$ cat src/rtl/digital_output_pkg.sv
`default_nettype none
// ============================================================================
// Module  : digital_output_pkg
// Purpose : Shared register map, FSM states and operation types.
// Rev     : 1.0
// ============================================================================
package digital_output_pkg;

    localparam int unsigned c_ADDR_DATA      = 0;
    localparam int unsigned c_ADDR_SET       = 1;
    localparam int unsigned c_ADDR_CLEAR     = 2;
    localparam int unsigned c_ADDR_TOGGLE    = 3;
    localparam int unsigned c_ADDR_PULSE_LEN = 4;
    localparam int unsigned c_ADDR_PULSE     = 5;
    localparam int unsigned c_ADDR_STATUS    = 6;

    typedef enum logic [0:0] {
        IDLE = 1'b0,
        RESP = 1'b1
    } state_t;

    typedef enum logic [2:0] {
        OP_DATA  = 3'd0,
        OP_SET   = 3'd1,
        OP_CLR   = 3'd2,
        OP_TGL   = 3'd3,
        OP_PULSE = 3'd4,
        OP_NONE  = 3'd7
    } op_t;

    // Only the addresses that drive port strobes map to an operation.
    function automatic op_t addr_to_op(input logic [31:0] a);
        case (a)
            c_ADDR_DATA:   return OP_DATA;
            c_ADDR_SET:    return OP_SET;
            c_ADDR_CLEAR:  return OP_CLR;
            c_ADDR_TOGGLE: return OP_TGL;
            c_ADDR_PULSE:  return OP_PULSE;
            default:       return OP_NONE;
        endcase
    endfunction

endpackage
`default_nettype wire

$ cat src/rtl/pulse_timer.sv
`default_nettype none
// ============================================================================
// Module  : pulse_timer
// Purpose : Pulse-length down-counter with mask; flags the final count cycle.
// Rev     : 1.0
// ============================================================================
module pulse_timer #(
    parameter int N_PORTS = 8,
    parameter int CNT_W   = 16
) (
    input  logic               clk_i,
    input  logic               rst_n_i,
    input  logic               load_i,
    input  logic [CNT_W-1:0]   load_len_i,
    input  logic [N_PORTS-1:0] load_mask_i,
    output logic [CNT_W-1:0]   count_o,
    output logic [N_PORTS-1:0] mask_o,
    output logic               active_o,
    output logic               expire_o
);

    logic [CNT_W-1:0]   r_cnt;
    logic [N_PORTS-1:0] r_mask;

    always_ff @(posedge clk_i or negedge rst_n_i) begin
        if (!rst_n_i) begin
            r_cnt  <= '0;
            r_mask <= '0;
        end else if (load_i) begin
            r_cnt  <= load_len_i;
            r_mask <= load_mask_i;
        end else if (r_cnt != '0) begin
            r_cnt <= r_cnt - 1'b1;
            if (r_cnt == CNT_W'(1)) begin
                r_mask <= '0;
            end
        end
    end

    // High during the cycle whose closing edge takes the count from 1 to 0.
    assign expire_o = (r_cnt == CNT_W'(1));
    assign active_o = (r_cnt != '0);
    assign count_o  = r_cnt;
    assign mask_o   = r_mask;

endmodule
`default_nettype wire

$ cat src/rtl/digital_output_controller.sv
`default_nettype none
// ============================================================================
// Module  : digital_output_controller
// Purpose : Bus front end producing per-port write strobes, with pulse timer.
// Rev     : 1.0
// ============================================================================
module digital_output_controller
    import digital_output_pkg::*;
#(
    parameter int N_PORTS = 8,
    parameter int ADDR_W  = 3,
    parameter int CNT_W   = 16
) (
    input  logic               clk_i,
    input  logic               rst_n_i,
    input  logic               write_i,
    input  logic               read_i,
    input  logic [ADDR_W-1:0]  address_i,
    input  logic [31:0]        wdata_i,
    output logic [31:0]        rdata_o,
    output logic               done_o,
    output logic               error_o,
    input  logic [N_PORTS-1:0] port_state_i,
    output logic [N_PORTS-1:0] port_write_o,
    output logic [N_PORTS-1:0] port_data_o
);

    state_t             r_state, w_state_nxt;
    logic               w_accept, w_done;
    logic [31:0]        w_addr, w_status, w_rdata, r_rdata;
    logic               w_err, r_err, w_len_we, w_load;
    logic [N_PORTS-1:0] w_wmask, w_bus_we, w_bus_data, w_exp_mask;
    logic [N_PORTS-1:0] r_port_we, r_port_data;
    logic [CNT_W-1:0]   r_len, w_count;
    logic [N_PORTS-1:0] w_mask;
    logic               w_active, w_expire;
    logic               w_unused_bits;
    op_t                w_op;

    assign w_addr        = 32'(address_i);
    assign w_op          = addr_to_op(w_addr);
    assign w_wmask       = wdata_i[N_PORTS-1:0];
    assign w_status      = (32'(w_count) << 16) | 32'(w_active);
    assign w_exp_mask    = w_expire ? w_mask : '0;
    assign w_unused_bits = &{1'b0, wdata_i};

    always_ff @(posedge clk_i or negedge rst_n_i) begin
        if (!rst_n_i) begin
            r_state <= IDLE;
        end else begin
            r_state <= w_state_nxt;
        end
    end

    always_comb begin
        w_state_nxt = r_state;
        case (r_state)
            IDLE:    if (write_i || read_i) w_state_nxt = RESP;
            RESP:    w_state_nxt = IDLE;
            default: w_state_nxt = IDLE;
        endcase
    end

    always_comb begin
        w_accept = (r_state == IDLE) && (write_i || read_i);
        w_done   = (r_state == RESP);
    end

    // Decode of one accepted request; every effect is gated by w_accept.
    always_comb begin
        w_err      = 1'b0;
        w_rdata    = '0;
        w_bus_we   = '0;
        w_bus_data = '0;
        w_len_we   = 1'b0;
        w_load     = 1'b0;
        if (w_accept) begin
            if (write_i && read_i) begin
                w_err = 1'b1;
            end else if (write_i) begin
                if (w_addr == c_ADDR_PULSE_LEN) begin
                    w_len_we = 1'b1;
                end else begin
                    case (w_op)
                        OP_DATA: begin
                            w_bus_we   = '1;
                            w_bus_data = w_wmask;
                        end
                        OP_SET: begin
                            w_bus_we   = w_wmask;
                            w_bus_data = w_wmask;
                        end
                        OP_CLR: begin
                            w_bus_we = w_wmask;
                        end
                        OP_TGL: begin
                            w_bus_we   = w_wmask;
                            w_bus_data = w_wmask & ~port_state_i;
                        end
                        OP_PULSE: begin
                            if (r_len == '0) begin
                                w_err = 1'b1;
                            end else begin
                                w_load     = 1'b1;
                                w_bus_we   = w_wmask;
                                w_bus_data = w_wmask;
                            end
                        end
                        default: w_err = 1'b1;
                    endcase
                end
            end else begin
                case (w_addr)
                    c_ADDR_DATA:      w_rdata = 32'(port_state_i);
                    c_ADDR_SET,
                    c_ADDR_CLEAR,
                    c_ADDR_TOGGLE:    w_rdata = '0;
                    c_ADDR_PULSE_LEN: w_rdata = 32'(r_len);
                    c_ADDR_PULSE:     w_rdata = 32'(w_mask);
                    c_ADDR_STATUS:    w_rdata = w_status;
                    default:          w_err   = 1'b1;
                endcase
            end
        end
    end

    // Expiry and bus strobes share one cycle; bus data wins on the bits it writes.
    always_ff @(posedge clk_i or negedge rst_n_i) begin
        if (!rst_n_i) begin
            r_port_we   <= '0;
            r_port_data <= '0;
            r_rdata     <= '0;
            r_err       <= 1'b0;
            r_len       <= '0;
        end else begin
            r_port_we   <= w_bus_we | w_exp_mask;
            r_port_data <= w_bus_data;
            r_rdata     <= w_rdata;
            r_err       <= w_err;
            if (w_len_we) begin
                r_len <= wdata_i[CNT_W-1:0];
            end
        end
    end

    pulse_timer #(
        .N_PORTS (N_PORTS),
        .CNT_W   (CNT_W)
    ) u_pulse_timer (
        .clk_i       (clk_i),
        .rst_n_i     (rst_n_i),
        .load_i      (w_load),
        .load_len_i  (r_len),
        .load_mask_i (w_wmask),
        .count_o     (w_count),
        .mask_o      (w_mask),
        .active_o    (w_active),
        .expire_o    (w_expire)
    );

    assign done_o       = w_done;
    assign rdata_o      = r_rdata;
    assign error_o      = r_err;
    assign port_write_o = r_port_we;
    assign port_data_o  = r_port_data;

endmodule
`default_nettype wire

$ cat config.mk
export PLATFORM = sky130hd
export DESIGN_NAME = digital_output_controller
export DESIGN_NICKNAME = d
export VERILOG_FILES = /design/src/rtl/digital_output_pkg.sv /design/src/rtl/pulse_timer.sv /design/src/rtl/digital_output_controller.sv
export SDC_FILE = /design/constraint.sdc
export NUM_CORES = 1
export LEC_CHECK = 0
export BUFFER_PORTS_ARGS = -buffer_cell sky130_fd_sc_hd__buf_4
export CAP_MARGIN = 30
export CORE_ASPECT_RATIO = 1.75
export CORE_MARGIN = 10
export CORE_UTILIZATION = 55
export CTS_BUF_LIST = sky130_fd_sc_hd__clkbuf_8
export CTS_CLUSTER_SIZE = 24
export DETAILED_ROUTE_END_ITERATION = 6
export PLACE_DENSITY = 0.89
export SYNTH_ARGS = -nofsm -noshare
export SYNTH_HDL_FRONTEND = slang
export SYNTH_SLANG_ARGS = --single-unit
$ cat constraint.sdc
create_clock -name clk_i -period 2.49 [get_ports clk_i]
set_input_delay 0.249 -clock clk_i [delete_from_list [all_inputs] [get_ports clk_i]]
set_output_delay 0.249 -clock clk_i [all_outputs]
set_load 0.005 [all_outputs]
==> results of run 1 <==
[placed cells by master, fill, tap and decap left out, types with 3 or more instances in the layout]
| cell | count |
|---|---|
| a21oi_1 | 3 |
| a31oi_1 | 9 |
| and2_1 | 21 |
| buf_4 | 90 |
| clkbuf_8 | 9 |
| clkinvlp_4 | 3 |
| dfrtp_1 | 90 |
| inv_1 | 3 |
| mux2_2 | 20 |
| mux2i_1 | 9 |
| nand2_1 | 10 |
| nand3_1 | 21 |
| nand4_1 | 4 |
| nor2_1 | 47 |
| nor3_1 | 7 |
| nor4_1 | 8 |
| o21ai_0 | 27 |
| o2bb2ai_1 | 8 |
| o31ai_1 | 12 |
| or3_1 | 3 |
| xnor2_1 | 3 |
| xor2_1 | 6 |
[sequential cells by signal (all words and copies together) (netlist names)]
name / cells
done_o: 1
error_o: 1
port_data_o: 8
port_write_o: 8
r_len: 16
rdata_o: 32
u_pulse_timer.count_o: 16
u_pulse_timer.mask_o: 8
[per-stage QoR]
step	cells	instance area [um2]	hold WS (ns)	total power [mW]	utilization (%)
after global routing	542	4940	0.0956	4.00	68.9
after CTS	542	4940	0.0850	3.79	68.9
after global placement	525	4760	0.304	2.84	66.2
final	542	4940	0.0983	3.78	68.9
after detailed placement	525	4760	0.326	2.88	66.2
after floorplan	365	4040	-0.0466	2.56	-
[cell type report]
class | instances | area [um2] | area share [%]
well taps | 86 | 108 | 2.18
inverters | 4 | 15.0 | 0.304
clock inverters | 7 | 53.8 | 1.09
flip-flops and latches | 90 | 2250 | 45.5
repair buffers | 92 | 706 | 14.3
multi-input cells | 254 | 1690 | 34.1
clock buffers | 9 | 124 | 2.51
[worst paths after layout]
kind,startpoint,end,slack [ns],cells after the start
setup / recovery,u_pulse_timer.count_o[10]$_DFFE_PN0P_,port_write_o[1]$_DFF_PN0_,0.22,4
hold / removal,wdata_i[13],r_len[13]$_DFFE_PN0P_,0.1,2
setup reg to reg,u_pulse_timer.count_o[10]$_DFFE_PN0P_,port_write_o[1]$_DFF_PN0_,0.22,4
hold reg to reg,done_o$_DFF_PN0_,error_o$_DFF_PN0_,0.53,1
max in group asynchronous,rst_n_i,rdata_o[16]$_DFF_PN0_,1.41,3
min in group asynchronous,rst_n_i,rdata_o[15]$_DFF_PN0_,0.44,2
[per-layer routing]
metal	vias up	track usage, %	wire, um
li1	1492	-	-
met1	1606	21.3	3830
met2	165	34.7	6000
met3	40	4.58	665
met4	0	10.8	501
met5	-	0	0
[cells by family (layout without fill, tap and decap cells)]
kind of cell               count (synthesis)  in the layout  share of synthesized area, %
AOI/OAI and AO/OA                         67             67                          10.7
xor gates and xnor gates                   9              9                          1.95
adders and majority gates                  2              2                         0.620
buffers and inverters                     21            112                          2.42
DFF                                       90             90                          55.8
muxes                                     30             30                          8.18
and+or+nand+nor                          146            146                          20.3
[power groups by stage]
stage | combinational [mW] | sequential (mW) | clock (mW)
2_1_floorplan | 0.610 | 1.95 | 0
3_3_place_gp | 0.776 | 2.06 | 0
3_5_place_dp | 0.807 | 2.07 | 0
4_1_cts | 0.812 | 2.05 | 0.928
5_1_grt | 0.898 | 2.10 | 0.997
6_report | 0.815 | 2.06 | 0.909
==> impl_metrics.yaml, run 1 <==
finish:
  fill_cells: 553
  area_growth_pct: 22.5
  drive_gt1_share_pct: 30.9
  finalNetCount: 500
  antennaDiodeCount: 0
setup_path:
  start_kind: "flip-flop"
  worstPathArrival_ns: 2.56
  critPathCaptureType: "flip-flop"
  path_cells: "nor4_1 > nand4_1 > nor4b_4 > o2bb2ai_1"
  worstSetupPathType: "reg2reg"
  required_ns: 2.78
  crit_family: "simple AND/OR/NAND/NOR gates"
  path_buf_inv: 0
  cp_slowest_cell: "nor4_1"
  path_max_fanout: 8
  cpPeakStageDelay_ns: 0.64
power_and_ir_drop:
  p_leak_nw: 2.29
  p_per_area_nw_per_um2: 765
  combPwrFrac_pct: 21.5
  switching_share_pct: 34.7
  clkPwrFrac_pct: 24.0
  power_frac_seq_pct: 54.4
  p_sw_mw: 1.31
  internal_power_mw: 2.47
  ir_drop_uv: 479
logic_synthesis:
  ys_seq_elements: 90
  async_flop_share_pct: 100
  syn_avg_cell_area_um2: 11.1
  synth_top_area_share_pct: 55.8
  ys_warn_count: 0
  synth_edf_count: 0
  synth_area_leaders: "dfrtp_1 (56%), mux2_2 (5.6%), nor2_1 (4.4%)"
  yosysMostFrequentCell: "dfrtp_1"
  synth-seq-area-share_pct: 55.8
  netlist_area_um2: 4040
  synthesis.nets: 414
  ys.flop_type: "dfrtp_1"
  synth_common_cells: "dfrtp_1 (90), nor2_1 (47), o21ai_0 (27)"
  syn-instance-count: 365
  synth_area_leader_cell: "dfrtp_1"
  yosysUniqueCellTypes: 51
floorplan:
  die_h_um: 133
  coreArea_um2: 7180
  start_util_pct: 56.2
  fp-row-count: 41
  die_width_um: 84.8
  die_area_um2: 11300
  io_pins: 97
timing:
  period_needed_ns: 2.27
  fmax_ghz: 0.440
  finalMaxSlewViolations: 0
  hold_viol: 0
  post-route-worst-setup-slack_ns: 0.219
  relSlewSlack_pct: 44.7
  period_share_pct: 91.2
  worst_pin_slew_ns: 0.823
  tns_ns: 0
  fin_worst_skew_ns: 0.0100
  setup_violations: 0
  rsz0062_at_grt: "false"
clock_network:
  numCtsBuffers: 9
  cts_resized: 0
  tritoncts: "yes"
  insertion_delay_ns: 0.38
  clockBufferDepth: 2
  path_clk_slew_ns: 0.09
  htreeDepth: 3
  cts_sinks: 90
  cts_root_buf: "clkbuf_8"
  hold_buffers: 1
  post-cts-setup-buffer-count: 0
global_route:
  antenna_found_initial: 0
  gr-total-overflow: 0
  grt_pass1_wl_um: 17800
  grtUsageTotal_pct: 19.9
  grt_pass1_vias: 3339
  grt_max_degree: 54
placed_design:
  gp_congestion: 0.955
  pre_cts_ws_ns: 0.295
  port_buffers: 80
  hpwl_um: 8270
min_path:
  min_path_type: "in2reg"
routing:
  drt-total-wl_um: 11000
  drtPass1Iterations: 5
  num_vias: 3303
  wl_per_cell_um: 20.3
  drc: 0
  drtIter0Drc: 241
  vias_per_cell: 6.09
  ant_nets: 0
flow_run:
  cap_violations: 0
status:
  status: "complete, no violations"
Note: power is estimated with default switching activity, not from simulation.
==> inputs of run 2 (changes only) <==
Settings changed: ABC_AREA set to 1.
==> impl_metrics.yaml, run 2 <==
power_and_ir_drop:
  ir_drop_uv: 429
  switching_share_pct: 32.7
  clkPwrFrac_pct: 27.7
  p_leak_nw: 2.64
  internal_power_mw: 2.56
  p_per_area_nw_per_um2: 770
  combPwrFrac_pct: 22.8
  power_frac_seq_pct: 49.4
  p_sw_mw: 1.24
global_route:
  grt_pass1_wl_um: 17900
  gr-total-overflow: 0
  grt_max_degree: 47
  grtUsageTotal_pct: 19.5
  grt_pass1_vias: 3667
  antenna_found_initial: 0
logic_synthesis:
  yosysUniqueCellTypes: 35
  ys.flop_type: "dfrtp_1"
  syn_avg_cell_area_um2: 8.97
  syn-instance-count: 447
  synth_area_leader_cell: "dfrtp_1"
  ys_warn_count: 0
  synth_area_leaders: "dfrtp_1 (56%), nand2_1 (8.0%), inv_1 (6.0%)"
  synth_edf_count: 0
  synthesis.nets: 496
  yosysMostFrequentCell: "dfrtp_1"
  netlist_area_um2: 4010
  synth_top_area_share_pct: 56.2
  synth-seq-area-share_pct: 56.2
  ys_seq_elements: 90
  async_flop_share_pct: 100
  synth_common_cells: "dfrtp_1 (90), nand2_1 (85), inv_1 (64)"
finish:
  largest_reg_flops: 32
  fin_area_um2: 4940
  area_growth_pct: 23.2
  antennaDiodeCount: 0
  finalNetCount: 582
  final_common_cell: "dfrtp_1"
  layout_common_cells: "dfrtp_1 (90), nand2_1 (85), buf_4 (84), inv_1 (64), nor2_1 (40)"
  drive_gt1_share_pct: 22.5
routing:
  drtIter0Drc: 345
  vias_per_cell: 5.49
  wl_per_cell_um: 17.3
  num_vias: 3427
  wl_met2_um: 6040
  met3_length_um: 543
  ant_nets: 0
  drc: 0
  highest_layer: "met4"
  drtPass1Iterations: 7
  met1_length_um: 3780
  drt-total-wl_um: 10800
setup_path:
  critPathCaptureType: "flip-flop"
  worstPathArrival_ns: 2.05
  worstSetupPathType: "reg2reg"
  start_kind: "flip-flop"
  path_max_fanout: 9
  required_ns: 2.75
  r2r_cells: 8
timing:
  fmax_ghz: 0.557
  period_needed_ns: 1.79
  setup_violations: 0
  tns_ns: 0
  period_share_pct: 72.1
  fin_worst_skew_ns: 0.00742
  rsz0062_at_grt: "false"
  hold_viol: 0
  worst_pin_slew_ns: 0.756
  finalMaxSlewViolations: 0
  relSlewSlack_pct: 49.4
min_path:
  worstHoldPathCells: 2
  min_path_type: "in2reg"
clock_network:
  cts_root_buf: "clkbuf_8"
  tritoncts: "yes"
  numCtsBuffers: 9
  path_clk_slew_ns: 0.09
  insertion_delay_ns: 0.37
  cts_sinks: 90
  cts_resized: 0
  htreeDepth: 3
  clockBufferDepth: 2
status:
  status: "complete, no violations"
floorplan:
  die_h_um: 133
  die_width_um: 84.5
  start_util_pct: 55.8
  io_pins: 97
  die_area_um2: 11200
  coreArea_um2: 7180
  fp-row-count: 41
placed_design:
  port_buffers: 80
  gp_congestion: 0.899
  hpwl_um: 8120
  place_area_um2: 4710
flow_run:
  cap_violations: 0
==> run 2: cell types whose count changed in the layout (fill, tap and decap cells not counted), moves of 11 or more <==
cell     delta
o21ai_1    +11
nor3_1     +17
nand2_1    +75
inv_1      +61
a21oi_1    +14
and2_1     -20
mux2_2     -20
o31ai_1    -12
==> run 2: area by class of cell <==
cell class	instances	area, um2
flip-flops and latches	90	2250
clock inverters	4	48.8
repair buffers	86	661
multi-input cells	279	1450
fillers	571	2240
well taps	86	108
clock buffers	12	165
inverters	67	251
==> run 2: power by group through the flow <==
stage	clock [mW]	combinational, mW	sequential, mW
after detailed placement	0	0.853	1.90
after floorplan	0	0.597	1.85
after global routing	1.12	0.983	1.91
after global placement	0	0.820	1.89
after CTS	1.07	0.868	1.87
final	1.06	0.867	1.88
==> run 2: worst paths after layout <==
kind | slack, ns | startpoint | end
max | 0.70 | u_pulse_timer.count_o[0]$_DFFE_PN0P_ | u_pulse_timer.count_o[13]$_DFFE_PN0P_
min | 0.11 | wdata_i[15] | r_len[15]$_DFFE_PN0P_
max reg2reg | 0.70 | u_pulse_timer.count_o[0]$_DFFE_PN0P_ | u_pulse_timer.count_o[13]$_DFFE_PN0P_
min reg2reg | 0.52 | u_pulse_timer.mask_o[6]$_DFFE_PN0P_ | port_write_o[6]$_DFF_PN0_
max in group asynchronous | 1.42 | rst_n_i | port_data_o[2]$_DFF_PN0_
min in group asynchronous | 0.42 | rst_n_i | port_data_o[1]$_DFF_PN0_
==> run 2: per-layer routing <==
layer,vias up,GRT usage [%]
met4,0,10.6
met5,-,0
met1,1651,18.7
li1,1609,-
met2,131,36.2
met3,36,5.04
==> run 2: kinds of logic after synthesis <==
group / after synthesis / share of synthesized area [%]
flip-flops: 90 / 56.2
AND/OR/NAND/NOR: 188 / 21.2
adder cells (fa/ha/maj): 2 / 0.624
XOR/XNOR: 13 / 2.84
AO/OA/AOI/OAI: 74 / 10.8
multiplexers: 2 / 0.749
buffers and inverters: 78 / 7.61
==> run 2: per-stage QoR <==
stage / setup WS, ns / hold slack, ns / instances / power, mW / util, %
2_1_floorplan: 0.996 / -0.0466 / 447 / 2.45 / -
3_3_place_gp: 0.779 / 0.270 / 607 / 2.71 / 65.6
3_5_place_dp: 0.725 / 0.286 / 607 / 2.75 / 65.6
4_1_cts: 0.686 / 0.0951 / 624 / 3.81 / 68.8
5_1_grt: 0.589 / 0.0984 / 624 / 4.02 / 68.8
6_report: 0.695 / 0.111 / 624 / 3.80 / 68.8
==> run 2: repair_timing <==
| item | in CTS | in global routing |
|---|---|---|
| hold endpoints to repair | 45 | 0 |
| hold buffers | 1 | 0 |
| buffers inserted | 0 | 0 |
==> run 2: critical path, stage by stage (launching register included) <==
cell	delay [ns]
dfrtp_1	0.41
inv_1	0.16
ha_1	0.23
nand2_1	0.15
nand3b_1	0.24
nand2_2	0.22
inv_2	0.12
nand2_1	0.09
o21ai_1	0.06
==> inputs of run 3 (changes only) <==
Settings changed: CORE_UTILIZATION 55 to 50, PLACE_DENSITY 0.89 to 0.85.
Clock period 2.49 ns to 1.65 ns, I/O delays scaled along.
==> impl_metrics.yaml, run 3 (synthesis results as in run 2) <==
clock_network:
  insertion_delay_ns: 0.37
  clockBufferDepth: 2
  cts_root_buf: "clkbuf_8"
  numCtsBuffers: 9
  tritoncts: "yes"
  cts_sinks: 90
  path_clk_slew_ns: 0.08
  htreeDepth: 3
finish:
  fill_cells: 647
  drive_gt1_share_pct: 25.0
  antennaDiodeCount: 0
  final_common_cell: "buf_4"
  finalNetCount: 592
  area_growth_pct: 26.9
  layout_common_cells: "buf_4 (93), dfrtp_1 (90), nand2_1 (84), inv_1 (64), nor2_1 (39)"
  largest_reg_flops: 32
min_path:
  min_path_type: "in2reg"
  hold_path.startpoint: "wdata_i[14]"
floorplan:
  die_area_um2: 12100
  die_width_um: 87.7
  die_h_um: 138
  fp-row-count: 43
  coreArea_um2: 7860
  io_pins: 97
  start_util_pct: 51.1
power_and_ir_drop:
  ir_drop_uv: 859
  p_per_area_nw_per_um2: 1170
  power_mw: 5.95
  p_leak_nw: 2.71
global_route:
  grtUsageTotal_pct: 17.6
  grt_pass1_vias: 3652
  gr-total-overflow: 0
  grt_max_degree: 91
  grt_pass1_wl_um: 17000
  antenna_found_initial: 0
status:
  status: "complete, no violations"
timing:
  period_needed_ns: 1.54
  fin_worst_skew_ns: 0.0118
  fmax_ghz: 0.647
  relSlewSlack_pct: 44.2
  period_share_pct: 93.6
  setup_violations: 0
  tns_ns: 0
  worst_pin_slew_ns: 0.834
  timing.hold.ws_ns: 0.0363
  rsz0062_at_grt: "false"
  finalMaxSlewViolations: 0
  hold_viol: 0
setup_path:
  start_kind: "flip-flop"
  crit_family: "compound AO/OA/AOI/OAI gates"
  critPathCaptureType: "flip-flop"
  required_ns: 1.90
  worstPathArrival_ns: 1.79
  rrSetupSlack_ns: 0.11
  path_buf_inv: 0
  path_cells: "nor3_4 > o211ai_1 > a211oi_1"
  cp_slowest_cell: "dfrtp_1"
  startpoint: "done_o$_DFF_PN0_"
  worstSetupPathType: "reg2reg"
  rr_startpoint: "done_o$_DFF_PN0_"
  path_max_fanout: 8
  cpPeakStageDelay_ns: 0.43
routing:
  wl_per_cell_um: 16.5
  drt-total-wl_um: 10500
  ant_nets: 0
  vias_per_cell: 5.46
  drc: 0
  drtPass1Iterations: 6
  drtIter0Drc: 264
  num_vias: 3484
flow_run:
  cap_violations: 0
placed_design:
  gp_congestion: 0.849
  hpwl_um: 7810
  port_buffers: 80
-- run 3: area by class of cell --
class / count / area [um2] / area share, %
sequential: 90 / 2250 / 44.3
multi-input combinational: 279 / 1490 / 29.2
timing repair buffer: 96 / 748 / 14.7
inverter: 67 / 251 / 4.94
clock buffer: 12 / 165 / 3.25
tap: 90 / 113 / 2.21
clock inverter: 4 / 72.6 / 1.43
-- run 3: what timing repair did --
action,4_1_cts,5_1_grt
buffers inserted,0,3
endpoints found under the hold margin,90,0
hold buffers,1,0
gates resized for setup,0,8
setup endpoints to repair,0,17
-- run 3: path summary, 6_finish.rpt --
kind,endpoint,depth (start not counted)
max,port_data_o[0]$_DFF_PN0_,3
min in group asynchronous,rdata_o[12]$_DFF_PN0_,3
max reg2reg,port_data_o[0]$_DFF_PN0_,3
min,r_len[14]$_DFFE_PN0P_,2
min reg2reg,r_len[0]$_DFFE_PN0P_,2
max in group asynchronous,rdata_o[2]$_DFF_PN0_,3
-- run 3: layer usage --
layer	share of wire, %	track usage, %	up-vias
li1	-	-	1633
met5	0	0	-
met1	33	17.3	1643
met4	5.3	11.9	0
met3	6.7	4.88	40
met2	55	30.4	168
-- run 3: worst reg2reg max path: stages, from the launching register on --
cell and delay [ns]:
dfrtp_1 0.43, nor3_4 0.26, o211ai_1 0.37, a211oi_1 0.37
-- run 3: where the power goes --
part	leakage [nW]	total (mW)	switching, mW	internal (mW)
registers	1.17	2.82	0.275	2.54
clock network	0.119	1.73	0.755	0.974
logic	1.42	1.40	0.847	0.553
-- run 3: per-stage QoR --
step                std cells  setup slack [ns]  utilization, %  instance area [um2]
CTS                       635            0.0209            64.1                 5030
finish                    638             0.105            64.8                 5090
detailed placement        618            0.0498            60.9                 4780
global placement          618            0.0936            60.9                 4780
global route              638           0.00864            64.8                 5090
floorplan                 447             0.156               -                 4010
